===== config.mk =====
export PLATFORM = sky130hd
export DESIGN_NAME = cpu_bus_memory
export DESIGN_NICKNAME = d
export VERILOG_FILES = /design/src/rtl/cpu_bus_memory.sv
export SDC_FILE = /design/constraint.sdc
export NUM_CORES = 1
export LEC_CHECK = 0
export ABC_AREA = 1
export CAP_MARGIN = 20
export CORE_AREA = 2 2 245 198
export CTS_BUF_LIST = sky130_fd_sc_hd__clkbuf_4
export DETAILED_ROUTE_END_ITERATION = 16
export DIE_AREA = 0 0 247 200
export HOLD_SLACK_MARGIN = 0.03
export PLACE_DENSITY = 0.64
export SYNTH_ARGS = -nofsm -noshare
export SYNTH_HDL_FRONTEND = slang
export SYNTH_SLANG_ARGS = --single-unit

===== constraint.sdc =====
create_clock -name clk -period 2.35 [get_ports clk]
set_input_delay 0.235 -clock clk [delete_from_list [all_inputs] [get_ports clk]]
set_output_delay 0.235 -clock clk [all_outputs]
set_load 0.05 [all_outputs]

===== src/rtl/cpu_bus_memory.sv =====
// Program memory and output-capture FIFO for the 6-bit accumulator CPU.
// Decodes the CPU bus, serves fetches combinationally, queues output words.
module cpu_bus_memory #(
   parameter int DEPTH      = 64,
   parameter int ADDR_W     = 6,
   parameter int DATA_W     = 6,
   parameter int FIFO_DEPTH = 4
) (
   input  logic                          clk,
   input  logic                          reset_n,
   input  logic [7:0]                    cpu_bus,
   output logic [DATA_W-1:0]             cpu_data,
   output logic                          cpu_reset,
   input  logic                          load_mode,
   input  logic                          load_valid,
   input  logic [ADDR_W-1:0]             load_addr,
   input  logic [DATA_W-1:0]             load_data,
   output logic                          out_valid,
   output logic [DATA_W-1:0]             out_data,
   input  logic                          out_ready,
   output logic [$clog2(FIFO_DEPTH):0]   fifo_count,
   output logic                          overflow,
   output logic                          bus_error,
   input  logic                          flag_clr
);

   localparam int PTR_W = $clog2(FIFO_DEPTH);
   localparam int CNT_W = PTR_W + 1;
   localparam logic [CNT_W-1:0] FULL_CNT = CNT_W'(FIFO_DEPTH);
   localparam logic [1:0] TAG_ADDR = 2'b00;
   localparam logic [1:0] TAG_OUT  = 2'b10;

   logic [DATA_W-1:0] mem_q [DEPTH];
   logic [DATA_W-1:0] fifo_q [FIFO_DEPTH];

   logic [ADDR_W-1:0] last_addr_q, last_addr_d;
   logic [1:0]        prev_tag_q, prev_tag_d;
   logic [PTR_W-1:0]  wr_ptr_q, wr_ptr_d;
   logic [PTR_W-1:0]  rd_ptr_q, rd_ptr_d;
   logic [CNT_W-1:0]  count_q, count_d;
   logic              overflow_q, overflow_d;
   logic              bus_err_q, bus_err_d;
   logic              cpu_reset_q, cpu_reset_d;

   logic [1:0]        tag;
   logic              is_addr;
   logic              is_illegal;
   logic              push;
   logic              pop;
   logic              full;
   logic              wr_en;
   logic              drop;
   logic              mem_we;
   logic [ADDR_W-1:0] rd_addr;

   assign tag        = cpu_bus[7:6];
   assign is_addr    = (tag == TAG_ADDR);
   assign is_illegal = tag[0];
   assign mem_we     = load_mode && load_valid;

   // Fetch path: address words index directly, anything else holds the last address.
   always_comb begin
      rd_addr = last_addr_q;
      if (is_addr) begin
         rd_addr = cpu_bus[ADDR_W-1:0];
      end
   end

   assign cpu_data   = mem_q[rd_addr];
   assign out_valid  = (count_q != '0);
   assign out_data   = fifo_q[rd_ptr_q];
   assign fifo_count = count_q;
   assign overflow   = overflow_q;
   assign bus_error  = bus_err_q;
   assign cpu_reset  = cpu_reset_q;

   // Next-state for bus tracking, FIFO control and sticky flags.
   always_comb begin
      last_addr_d = last_addr_q;
      prev_tag_d  = tag;
      wr_ptr_d    = wr_ptr_q;
      rd_ptr_d    = rd_ptr_q;
      count_d     = count_q;
      overflow_d  = overflow_q;
      bus_err_d   = bus_err_q;
      cpu_reset_d = load_mode;

      push  = (tag == TAG_OUT) && (prev_tag_q != TAG_OUT);
      pop   = out_valid && out_ready;
      full  = (count_q == FULL_CNT);
      wr_en = push && (!full || pop);
      drop  = push && full && !pop;

      if (is_addr) begin
         last_addr_d = cpu_bus[ADDR_W-1:0];
      end

      if (wr_en) begin
         wr_ptr_d = wr_ptr_q + 1'b1;
      end
      if (pop) begin
         rd_ptr_d = rd_ptr_q + 1'b1;
      end

      unique case ({wr_en, pop})
         2'b10:   count_d = count_q + 1'b1;
         2'b01:   count_d = count_q - 1'b1;
         default: count_d = count_q;
      endcase

      if (flag_clr) begin
         overflow_d = 1'b0;
         bus_err_d  = 1'b0;
      end
      if (drop) begin
         overflow_d = 1'b1;
      end
      if (is_illegal) begin
         bus_err_d = 1'b1;
      end
   end

   // Control registers; reset holds the CPU in reset and empties the FIFO.
   always_ff @(posedge clk) begin
      if (!reset_n) begin
         last_addr_q <= '0;
         prev_tag_q  <= TAG_ADDR;
         wr_ptr_q    <= '0;
         rd_ptr_q    <= '0;
         count_q     <= '0;
         overflow_q  <= 1'b0;
         bus_err_q   <= 1'b0;
         cpu_reset_q <= 1'b1;
      end else begin
         last_addr_q <= last_addr_d;
         prev_tag_q  <= prev_tag_d;
         wr_ptr_q    <= wr_ptr_d;
         rd_ptr_q    <= rd_ptr_d;
         count_q     <= count_d;
         overflow_q  <= overflow_d;
         bus_err_q   <= bus_err_d;
         cpu_reset_q <= cpu_reset_d;
      end
   end

   // Program memory: cleared to no-ops on reset, written by the host in load mode.
   always_ff @(posedge clk) begin
      if (!reset_n) begin
         for (int i = 0; i < DEPTH; i++) begin
            mem_q[i] <= '0;
         end
      end else if (mem_we) begin
         mem_q[load_addr] <= load_data;
      end
   end

   // Output FIFO storage; entries cleared on reset so out_data reads 0.
   always_ff @(posedge clk) begin
      if (!reset_n) begin
         for (int i = 0; i < FIFO_DEPTH; i++) begin
            fifo_q[i] <= '0;
         end
      end else if (wr_en) begin
         fifo_q[wr_ptr_q] <= cpu_bus[DATA_W-1:0];
      end
   end

endmodule


==> results.sh <==
export IMPL_hp_class="primary input to flop"
export IMPL_num_vias=17500
export IMPL_start_kind="flop"
export IMPL_slew_limit_headroom_pct=58.7
export IMPL_dp_slack_ns=-0.532
export IMPL_synth_top_family_by_area="simple AND/OR/NAND/NOR gates"
export IMPL_timing_hold_ws_ns=0.128
export IMPL_routabilityCongestion=0.902
export IMPL_grt_pass1_vias=17200
export IMPL_postSynthAreaPerCell_um2=8.72
export IMPL_dpl_hpwl_um=38000
export IMPL_status="finished with violations"
export IMPL_drv_cap=0
export IMPL_whs_endpoint="overflow"
export IMPL_p_int_mw=13.1
export IMPL_die_area_um2=49400
export IMPL_drt_initial_drc_count=1857
export IMPL_grt_use_total_pct=25.4
export IMPL_critPathArrivalTime_ns=2.63
export IMPL_initial_core_util_pct=44.7
export IMPL_path_cells="inv_2 -> nand2_4 -> nand2_4 -> buf_12 -> buf_12 -> clkbuf_16 -> nand2_1 -> nand3_1 -> nand3_1 -> nand3_2 -> nand3_4 -> nand3_4 -> nand2_4 -> buf_12"
export IMPL_r2r_cells=12
export IMPL_port_buffers=44
export IMPL_synth_fa_ha_area_share_pct=0.155
export IMPL_critPathMaxStageDelay_ns=0.34
export IMPL_hold_path_cell_count=4
export IMPL_grt_max_degree=78
export IMPL_final_core_util_pct=56.0
export IMPL_violations="setup timing"
export IMPL_vias_per_cell=5.24
export IMPL_cp_top_family="simple AND/OR/NAND/NOR gates"
export IMPL_critPathKind="flop to output pin"
export IMPL_ys_ff_latch=428
export IMPL_core_um2=46800
export IMPL_synth_fp_nets=2429
export IMPL_end_kind="output pin"
export IMPL_worstPathRequired_ns=2.12
export IMPL_root_buffer="clkbuf_4"
export IMPL_synth_xor_area_share_pct=0
export IMPL_antenna_found_initial=2
export IMPL_fin_crit_sh_pct=122
export IMPL_pwr_share_comb_pct=19.2
export IMPL_hp_start="out_ready"
export IMPL_drc_errors=0
export IMPL_cpMaxStageDelayCell="dfxtp_2"
export IMPL_cts_sinks=428
export IMPL_clk_latency_ns=0.86
export IMPL_netSwitchingFraction_pct=29.3
export IMPL_area_delta_synth_final_pct=25.1
export IMPL_cts_made_buffers=110
export IMPL_grt_pass1_wl_um=95600
export IMPL_synth_compound_area_share_pct=1.20
export IMPL_tightest_slew_ns=0.615
export IMPL_die_h_um=200
export IMPL_clock_skew_ns=0.0164
export IMPL_worst_path_buf_inv=5
export IMPL_drt_first_pass_iters=7
export IMPL_worstReg2RegStart="fifo_count[0]"
export IMPL_r2r_slack_ns=0.28
export IMPL_switchingPower_mw=5.40
export IMPL_wl_um=61600
export IMPL_clockBufferDepth=3
export IMPL_rows=71
export IMPL_syn_inst=2401
export IMPL_fmax_mhz=349
export IMPL_final_max_slew_viol_count=0
export IMPL_p_seq_share_pct=48.1
export IMPL_ios=45
export IMPL_detail_route_antenna_nets=0
export IMPL_fin_crit_ns=2.86
export IMPL_routedWlPerCell_um=18.5
export IMPL_p_per_area_nw_per_um2=704
export IMPL_placed_area_um2=23400
export IMPL_pwr_share_clk_pct=32.7
export IMPL_timing_rr_end="fifo_count[2]"
export IMPL_p_leak_nw=11.7
export IMPL_drive_gt1_share_pct=20.4
export IMPL_dp_cells=3106
export IMPL_cts_tree="yes"
export IMPL_die_x_um=247
export IMPL_ys_seq_area_share_pct=60.4
export IMPL_fillers=4151
export IMPL_ys_warn_count=0
export IMPL_synth_mux_area_fraction_pct=0
export IMPL_syn_area_um2=20900
export IMPL_crit_fanout=6
export IMPL_hold_viol_final=0
export IMPL_h_tree_depth=3
export IMPL_synth_simple_area_share_pct=27.8
export IMPL_ir_drop_uv=470
export IMPL_rsz0062_at_grt="true"
export IMPL_nets=2671
export IMPL_stdcell_count=3336
export IMPL_path_depth=14
export IMPL_finalInstanceArea_um2=26200
export IMPL_finalSetupViolCount=6
export IMPL_overflow=0
export IMPL_ys_types=32
export IMPL_clk_pin_slew_ns=0.06
export IMPL_finalWorstSetupSlack_ns=-0.514
## worst max-delay path by stage
stage | from | endpoint
after floorplan | fifo_count[0] | fifo_count[2]
after global routing | last_addr_q[0] | cpu_data[4]
after CTS | last_addr_q[0] | cpu_data[5]
after global placement | cpu_bus[6] | cpu_data[1]
after detailed placement | cpu_bus[6] | cpu_data[5]
final | last_addr_q[0] | cpu_data[5]
## synth_stat cells
master | count | area, um^2
nor4_1 | 5 | 31.3
nor4_2 | 3 | 37.5
o22ai_1 | 6 | 37.5
nor3_1 | 9 | 45.0
nand4_1 | 5 | 31.3
a211oi_1 | 1 | 7.51
nand2_4 | 1 | 11.3
nor2_4 | 1 | 11.3
buf_4 | 5 | 37.5
o21ai_1 | 1 | 5.00
ha_1 | 1 | 12.5
o21bai_1 | 1 | 7.51
buf_2 | 43 | 215
nor3_2 | 1 | 10.0
dfxtp_1 | 20 | 400
buf_1 | 8 | 30.0
o21ai_0 | 22 | 110
o21ai_2 | 4 | 35.0
fa_1 | 1 | 20.0
nand3_1 | 407 | 2040
a21oi_1 | 8 | 40.0
nand2_2 | 4 | 25.0
or2_2 | 1 | 6.26
nor2_1 | 439 | 1650
inv_1 | 393 | 1480
clkinv_1 | 1 | 3.75
inv_2 | 9 | 33.8
nand2_1 | 516 | 1940
buf_6 | 12 | 135
clkbuf_1 | 64 | 240
edfxtp_1 | 408 | 12300
o31ai_1 | 1 | 7.51
## stage by stage
stage	setup TNS, ns	power [mW]
after floorplan	0	10.8
after global placement	-3.00	11.9
after detailed placement	-3.30	12.0
after CTS	-3.14	18.4
after global routing	-3.75	19.2
final	-2.99	18.5
## what timing repair did
item	CTS	global route
endpoints found under the setup margin	10	8
pin swaps	46	27
resized for setup	155	45
hold buffers	4	0
cloned	11	4
hold endpoints to repair	13	0
setup buffers	19	7
## worst reg2reg max path, delay by kind of cell (launching register included)
family                   cells  cell delay [ns]
AO/OA/AOI/OAI                4             0.46
flip-flops                   1             0.33
buffers and inverters        1             0.06
adder cells (fa/ha/maj)      2             0.54
AND/OR/NAND/NOR              5             0.55
## cells in the final DEF (no fill, tap or decap), drive strengths merged
cell type	synthesis	final
a211oi	1	1
a21oi	8	8
buf	68	223
clkbuf	64	161
clkdlybuf4s50	0	30
clkinv	1	21
clkinvlp	0	1
dfxtp	20	20
diode	0	4
dlygate4sd2	0	1
dlygate4sd3	0	4
edfxtp	408	408
fa	1	1
ha	1	1
inv	402	405
nand2	521	521
nand3	407	407
nand4	5	5
nor2	440	440
nor3	10	10
nor4	8	8
o21ai	27	27
o21bai	1	1
o22ai	6	6
o31ai	1	1
or2	1	1
## power by group through the flow
stage	clock [mW]	combinational (mW)	sequential (mW)
floorplan	0	1.73	9.05
global placement	0	2.90	9.03
detailed placement	0	2.92	9.04
CTS	6.12	3.37	8.88
global route	6.48	3.79	8.92
finish	6.04	3.53	8.88
## layout make-up
class                           count  area (um^2)  share of cell area (%)
Antenna cell                        4         10.0                  0.0382
Clock buffer                      157         1180                    4.50
Clock inverter                     24         93.8                   0.358
Inverter                          403         1510                    5.77
Multi-Input combinational cell   1438         6890                    26.3
Sequential cell                   428        12700                    48.3
Tap cell                          620          776                    2.96
Timing Repair Buffer              262         3080                    11.7
## kinds of logic (layout without fill, tap and decap cells)
kind of cell	count (synthesis)	after routing
and+or+nand+nor	1392	1392
adders and majority gates	2	2
DFF	428	428
other	0	4
AOI/OAI and AO/OA	44	44
buffers and inverters	535	846
## metal layers
| layer | up-vias | global-route usage (%) | routed length [um] |
|---|---|---|---|
| met5 | - | 0 | 0 |
| met4 | 0 | 8.77 | 1960 |
| met3 | 148 | 5.68 | 5870 |
| met2 | 813 | 40.2 | 28200 |
| met1 | 8298 | 34.7 | 25600 |
| li1 | 8226 | - | - |
## state kept, by name, indices dropped and copies added (netlist names), named ones only
signal,count
rd_ptr_q,2
cpu_reset,1
bus_error,1
mem_q,384
fifo_count,3
fifo_q,24
prev_tag_q,2
wr_ptr_q,2
last_addr_q,6
overflow,1
No activity file was read; power rests on OpenSTA's default activity.
